===== src/rtl/lowpass_biquad.sv =====
// rtl/lowpass_biquad.sv - two cascaded one-pole IIR low-pass sections, one frame per 3 clocks
module lowpass_biquad (
  input  logic               clk,
  input  logic               reset_n,
  input  logic [1:0]         filter,
  input  logic signed [15:0] lowpassIn,
  output logic signed [15:0] lowpassOut
);

  logic        [1:0]  ph;
  logic signed [15:0] x_reg;
  logic        [1:0]  mode_reg;
  logic signed [23:0] s1;
  logic signed [23:0] s2;

  logic signed [23:0] xe;
  logic        [2:0]  k;
  logic signed [24:0] d1;
  logic signed [24:0] d2;
  logic signed [23:0] d1_sh;
  logic signed [23:0] d2_sh;
  logic signed [23:0] s1_next;
  logic signed [23:0] s2_next;

  // Mode 1/2/3 maps to shift 2/4/6.
  assign k  = {mode_reg, 1'b0};
  assign xe = {x_reg, 8'd0};

  // Each step is convex toward its target, so the shifted difference fits 24 bits.
  assign d1      = {xe[23], xe} - {s1[23], s1};
  assign d1_sh   = 24'(d1 >>> k);
  assign s1_next = s1 + d1_sh;

  assign d2      = {s1[23], s1} - {s2[23], s2};
  assign d2_sh   = 24'(d2 >>> k);
  assign s2_next = s2 + d2_sh;

  always_ff @(posedge clk) begin
    if (reset_n) begin
      ph         <= 2'd0;
      x_reg      <= '0;
      mode_reg   <= 2'd0;
      s1         <= '0;
      s2         <= '0;
      lowpassOut <= '0;
    end else begin
      case (ph)
        2'd0: begin
          x_reg    <= lowpassIn;
          mode_reg <= filter;
          ph       <= 2'd1;
        end
        2'd1: begin
          s1 <= (mode_reg == 2'd0) ? xe : s1_next;
          ph <= 2'd2;
        end
        default: begin
          if (mode_reg == 2'd0) begin
            s2         <= xe;
            lowpassOut <= x_reg;
          end else begin
            s2         <= s2_next;
            lowpassOut <= 16'(s2_next >>> 8);
          end
          ph <= 2'd0;
        end
      endcase
    end
  end

endmodule


===== config.mk =====
export PLATFORM = sky130hd
export DESIGN_NAME = lowpass_biquad
export DESIGN_NICKNAME = d
export VERILOG_FILES = /design/src/rtl/lowpass_biquad.sv
export SDC_FILE = /design/constraint.sdc
export NUM_CORES = 1
export LEC_CHECK = 0
export BUFFER_PORTS_ARGS = -buffer_cell sky130_fd_sc_hd__buf_2
export CORE_ASPECT_RATIO = 1.5
export CORE_MARGIN = 3
export CORE_UTILIZATION = 44
export CTS_CLUSTER_DIAMETER = 50
export CTS_CLUSTER_SIZE = 14
export DETAILED_ROUTE_END_ITERATION = 12
export SLEW_MARGIN = 5
export SYNTH_ARGS = -nofsm -noshare
export SYNTH_HDL_FRONTEND = slang
export SYNTH_SLANG_ARGS = --single-unit

===== constraint.sdc =====
create_clock -name clk -period 5.55 [get_ports clk]
set_clock_uncertainty 0.2 [all_clocks]
set_input_delay 1.11 -clock clk [delete_from_list [all_inputs] [get_ports clk]]
set_output_delay 1.11 -clock clk [all_outputs]
set_load 0.02 [all_outputs]

==> impl_results.md, run 1 <==
* DR DRC count at 0
* Pleak at 4.10 nW
* Vias at 8082
* Critical path type: register to register
* Post-route ant nets at 0
* ANT cells at 0
* Normalized max-slew margin at 26.8%
* Yosys reg bits at 68
* Pwr/cell area at 377 nW/um^2
* First-pass GRT wire length at 41.1 mm
* Hold depth at 2
* # nets final at 1233
* Setup TNS at 0 ns
* Clock-pin slew on the worst setup and hold paths at 0.07 ns
* Maximum Capacitance Violations at 0
* Fill count at 1932
* Root Buffer: clkbuf_16
* End-of-flow core utilization at 48.1%
* Post-synth EDFFs at 0
* Count of cell types in the netlist at 77
* Crit. End Element: register
* Number of flip-flops in the largest register at 24
* Die area at 20600 sq um
* Area Growth Syn to Fin at 7.21%
* Mapped Cells at 1130
* Clk buf depth at 2
* Synth Flop Type: dfxtp_1
* Clock buffer count from CTS at 9
* CTS tree: built
* Status: complete, no violations
* Number of core rows at 61
* Worst Tran Pin Value at 1.09 ns
* Final worst path period share at 92.5%
* Worst r2r src: s2[1]$_SDFFE_PP0N_
* Initial Util at 44.9%
* Top cell type's share of synthesized area at 16.4%
* Htree depth at 3
* CTS sink cnt at 68
* I/O Pins at 36
* Iteration-0 DRC Markers at 525
* Area leader, netlist: dfxtp_1
* IO Port Bufs at 35
* WP data arrival at 5.21 ns
* Die Y at 174 um
* Reg2reg setup slack at 0.42 ns
* Grt ovf at 0
* Setup violators final at 0
* R2R cell count at 18
* Synth top cells by count: 135 x nand2_1, 106 x a21oi_1, 91 x ha_1, 83 x nor2_1, 68 x dfxtp_1
* Ys async rst share at 0%
* Count leader, synth: nand2_1
* Number of global-route vias before repair at 8006
* RSZ-0062 raised after global routing: no
* Startpoint class of the critical path: register
* Largest net degree at the start of global routing at 57
* Slew Limit Fails at 0
* Worst reg2reg endpoint: lowpassOut[8]$_SDFFE_PP0N_
* Drt first pass iters at 5
* Syn_nets at 1244
* Max Clk Rate at 195 MHz
* Design area at 8920 sq um
* Fin crit period at 5.13 ns
* Routed wire length at 25.5 mm
* Worst Path Max Fanout at 5
* Top post-synthesis cells by area: dfxtp_1 16%, ha_1 14%, a21oi_1 6.4%, nand2_1 6.1%, mux2i_1 5.4%
* Post-DP HPWL at 19.7 mm
* Hold path start: x_reg[13]$_SDFFE_PP0P_
* Per-cell routed wire length at 18.5 um
* GRT Total Usage at 24.7%
* HP Class: register to register
* Dpl cell area at 8590 sq um
* Vias/cell at 5.87
* Placer Congestion at 0.954
* Initial antenna violation count at 0
* VDD IR max at 0.000269 V
* Die width at 118 um
* Syn_area_per_cell at 7.37 sq um
* CTS Hold Buffers Added at 0
* Hold endpoint: x_reg[13]$_SDFFE_PP0P_
* Synth Cell Area at 8320 sq um
* Share of layout cells above drive strength 1 at 8.99%
* Worst-Skew Late Latency at 0.36 ns
* WP data required at 5.63 ns
* Synth warn at 0
* Hold Vio Cnt, Final at 0
* Sequential share of the synthesized area at 16.4%
* Core Region at 18500 sq um
how the worst max path moves through the flow:
stage	cells after the start	end	startpoint
final	18	lowpassOut[8]$_SDFFE_PP0N_	s2[1]$_SDFFE_PP0N_
after global routing	18	lowpassOut[12]$_SDFFE_PP0N_	s2[1]$_SDFFE_PP0N_
after CTS	19	lowpassOut[15]$_SDFFE_PP0N_	s1[5]$_SDFFE_PP0P_
after detailed placement	19	lowpassOut[15]$_SDFFE_PP0N_	s1[5]$_SDFFE_PP0P_
after global placement	19	lowpassOut[15]$_SDFFE_PP0N_	s1[5]$_SDFFE_PP0P_
after floorplan	18	lowpassOut[8]$_SDFFE_PP0N_	s2[1]$_SDFFE_PP0N_
layer usage:
layer / GRT usage (%) / routed length [um]
met4: 16.1 / 1700
met3: 2.57 / 789
met1: 26.7 / 9960
met5: 0 / 0
met2: 45.1 / 13000
power breakdown:
group	switching, mW	total (mW)	internal (mW)
logic	1.25	2.14	0.892
clock network	0.254	0.648	0.394
registers	0.0509	0.577	0.526
worst max-delay path, cell delays in order (launching register included):
cell and delay [ns]:
dfxtp_1 0.47, inv_1 0.07, ha_1 0.26, nor2b_1 0.14
o31ai_1 0.33, nand3_1 0.24, a21o_1 0.29, o2111a_1 0.26
a311o_1 0.33, mux2_2 0.29, mux2_2 0.26, ha_1 0.34
and3_1 0.17, a311o_1 0.42, a41oi_1 0.36, o21bai_1 0.10
a21oi_1 0.18, nand3_1 0.11, a41oi_1 0.23
final cells by class:
class,count,area (sq um),area share [%]
multi-input combinational,926,6400,71.7
sequential,68,1370,15.3
tap,252,315,3.53
timing repair buffer,50,288,3.22
inverter,64,240,2.69
clock buffer,10,229,2.57
clock inverter,6,88.8,0.995
cell families after synthesis:
| family | after synthesis | synth area share (%) |
|---|---|---|
| buffers and inverters | 136 | 7.02 |
| adders and majority gates | 94 | 14.4 |
| xor gates and xnor gates | 75 | 8.06 |
| muxes | 57 | 7.03 |
| DFF | 68 | 16.4 |
| and+or+nand+nor | 336 | 18.4 |
| AOI/OAI and AO/OA | 364 | 28.8 |
what timing repair did:
item | in CTS | in global routing
setup buffers | 0 | 0
resized for setup | 0 | 5
setup endpoints to repair | 0 | 6
layout by cell type, fill, tap and decap left out, types with 7 or more instances in the layout:
cell and instances:
or3_1 7, mux2i_1 45, buf_4 15, and3_1 15
a2bb2oi_1 7, o21bai_1 7, o211ai_1 13, buf_2 35
dfxtp_1 65, xnor2_1 46, a21oi_1 105, inv_1 62
a31oi_1 23, o21ai_0 64, clkbuf_16 9, ha_1 91
mux2_2 12, nor2b_1 10, a311oi_1 16, nand2b_1 11
xor2_1 28, a211oi_1 10, nor3_1 16, nor2_1 82
a21o_1 36, nand3_1 31, nand2_1 135, o21a_1 14
nand4_1 10
stage by stage:
step,setup WS (ns),hold slack (ns),cells,power [mW]
6_report,0.419,0.283,1376,3.36
5_1_grt,0.0168,0.313,1376,3.65
4_1_cts,0.226,0.289,1376,3.36
3_5_place_dp,0.271,0.279,1360,2.69
3_3_place_gp,0.274,0.282,1360,2.70
2_1_floorplan,0.994,0.254,1130,2.27
Power figures use the tool's default switching activity.
==> run 2, diff against run 1 <==
--- a/config.mk
+++ b/config.mk
@@ -6,12 +6,13 @@
 export NUM_CORES = 1
 export LEC_CHECK = 0
 export BUFFER_PORTS_ARGS = -buffer_cell sky130_fd_sc_hd__buf_2
-export CORE_ASPECT_RATIO = 1.5
+export CORE_ASPECT_RATIO = 1.1
 export CORE_MARGIN = 3
-export CORE_UTILIZATION = 44
+export CORE_UTILIZATION = 55
 export CTS_CLUSTER_DIAMETER = 50
 export CTS_CLUSTER_SIZE = 14
 export DETAILED_ROUTE_END_ITERATION = 12
+export PLACE_DENSITY = 0.72
 export SLEW_MARGIN = 5
 export SYNTH_ARGS = -nofsm -noshare
 export SYNTH_HDL_FRONTEND = slang
==> run 2 against run 1 <==
  * Global-route usage is 2.6 points higher
  * Highest routed layer unchanged
  * Cell count down 4.5%
  * Total power down 1.8%
  * Fmax hardly changed
  * Worst hold slack better by 0.020 ns
  * Register-to-register slack hardly changed
  * Setup slack about the same
  * Sequential cell count unchanged
  * Die area fell by 19%
  * Core utilization is 12 points higher
==> impl_results.md, run 2 (synthesis gave the netlist of run 1 again) <==
* Post-DP HPWL at 17.0 mm
* End-of-flow core utilization at 60.3%
* Pleak at 4.09 nW
* Iteration-0 DRC Markers at 804
* Worst-Skew Late Latency at 0.36 ns
* Worst Tran Pin Value at 1.05 ns
* VDD IR max at 0.000203 V
* Multi-input gate area at 6390 sq um
* ANT cells at 0
* Initial Util at 56.9%
* I/O Pins at 36
* Core Region at 14600 sq um
* Startpoint class of the critical path: register
* Share of layout cells above drive strength 1 at 8.82%
* Hold depth at 2
* Grt ovf at 0
* Number of core rows at 46
* Die area at 16600 sq um
* IO Port Bufs at 35
* WP data required at 5.64 ns
* Hold Vio Cnt, Final at 0
* Most frequent cells in the layout: 135 x nand2_1, 106 x a21oi_1, 91 x ha_1
* RSZ-0062 raised after global routing: no
* Placer Congestion at 0.973
* GRT Total Usage at 27.3%
* R2R cell count at 20
* Pwr/cell area at 374 nW/um^2
* Die Y at 135 um
* Max layer used: met4
* Worst Hold Margin at 0.303 ns
* Clk buf depth at 2
* Normalized max-slew margin at 30.0%
* CTS sink cnt at 68
* Crit. End Element: register
* Post-route ant nets at 0
* Vias at 8029
* Area Growth Syn to Fin at 5.91%
* Slew Limit Fails at 0
* Met3 wire len at 1.43 mm
* Clock-pin slew on the worst setup and hold paths at 0.07 ns
* Commonest non-fill, non-tap cell in the layout: nand2_1
* Clock buffer count from CTS at 9
* Largest net degree at the start of global routing at 57
* Register area at 1370 sq um
* Met2 Wirelength at 9.68 mm
* Number of flip-flops in the largest register at 24
* Drt first pass iters at 5
* Initial antenna violation count at 0
* Final worst path period share at 92.5%
* Routed wire length at 22.5 mm
* Worst Path Max Fanout at 5
* Fin crit period at 5.13 ns
* Per-cell routed wire length at 17.1 um
* HP Class: register to register
* Setup violators final at 0
* First-pass GRT wire length at 36.4 mm
* Post-Place Cells at 1298
* Root Buffer: clkbuf_16
* Setup TNS at 0 ns
* Fill count at 1390
* Vias/cell at 6.11
* # nets final at 1231
* Status: complete, no violations
* WP data arrival at 5.22 ns
* Post-Route M1 WL at 10.8 mm
* DR DRC count at 0
* Max Clk Rate at 195 MHz
* Number of global-route vias before repair at 7391
* CTS tree: built
* Die width at 123 um
* Htree depth at 3
* Post-route insts no fill at 1314
* Critical path type: register to register
* Maximum Capacitance Violations at 0
-- run 2: path summary, 6_finish.rpt --
check,start,to,slack [ns]
setup reg to reg,s1[0]$_SDFFE_PP0P_,lowpassOut[15]$_SDFFE_PP0N_,0.42
setup / recovery,s1[0]$_SDFFE_PP0P_,lowpassOut[15]$_SDFFE_PP0N_,0.42
hold reg to reg,x_reg[0]$_SDFFE_PP0P_,x_reg[0]$_SDFFE_PP0P_,0.30
hold / removal,x_reg[0]$_SDFFE_PP0P_,x_reg[0]$_SDFFE_PP0P_,0.30
-- run 2: power breakdown --
group          internal (mW)  switching, mW
clock network          0.359          0.248
registers              0.526         0.0486
logic                  0.891           1.23
-- run 2: final cells by class --
type,instances,area share (%)
Inverter,64,2.72
Clock buffer,10,2.71
Tap cell,192,2.72
Sequential cell,68,15.5
Clock inverter,6,0.724
Multi-Input combinational cell,926,72.5
Timing Repair Buffer,48,3.09
-- run 2: per-layer routing --
layer  vias to the layer above  global-route usage (%)
li1                       4054                       -
met1                      3672                    38.7
met2                       259                    41.8
met3                        44                    4.94
met4                         0                    9.17
met5                         -                       0
-- run 2: timing repair --
action,4_1_cts,5_1_grt
hold buffers,0,0
resized for setup,0,4
endpoints found under the hold margin,0,0
endpoints found under the setup margin,0,2
setup buffers,0,0
-- run 2: stage by stage --
stage                     setup WS [ns]  cell area, sq um  total power [mW]
after CTS                         0.317              8800              3.28
final                             0.419              8820              3.30
after detailed placement          0.340              8500              2.66
after global routing              0.114              8820              3.56
after global placement            0.381              8500              2.65
after floorplan                   0.994              8320              2.27
-- run 2: worst max-delay path, stage by stage, from the launching register on --
cell,delay (ns)
dfxtp_1,0.39
inv_1,0.10
ha_1,0.22
fa_1,0.40
nand2b_1,0.18
a21o_1,0.18
a21oi_1,0.24
a31oi_1,0.24
o21ai_1,0.46
xor2_1,0.26
mux2i_1,0.16
mux2i_1,0.25
ha_1,0.30
a21o_1,0.20
a21o_1,0.17
a21oi_1,0.25
a31oi_2,0.18
a211oi_1,0.26
o21bai_1,0.11
xnor3_1,0.18
o2bb2ai_1,0.13
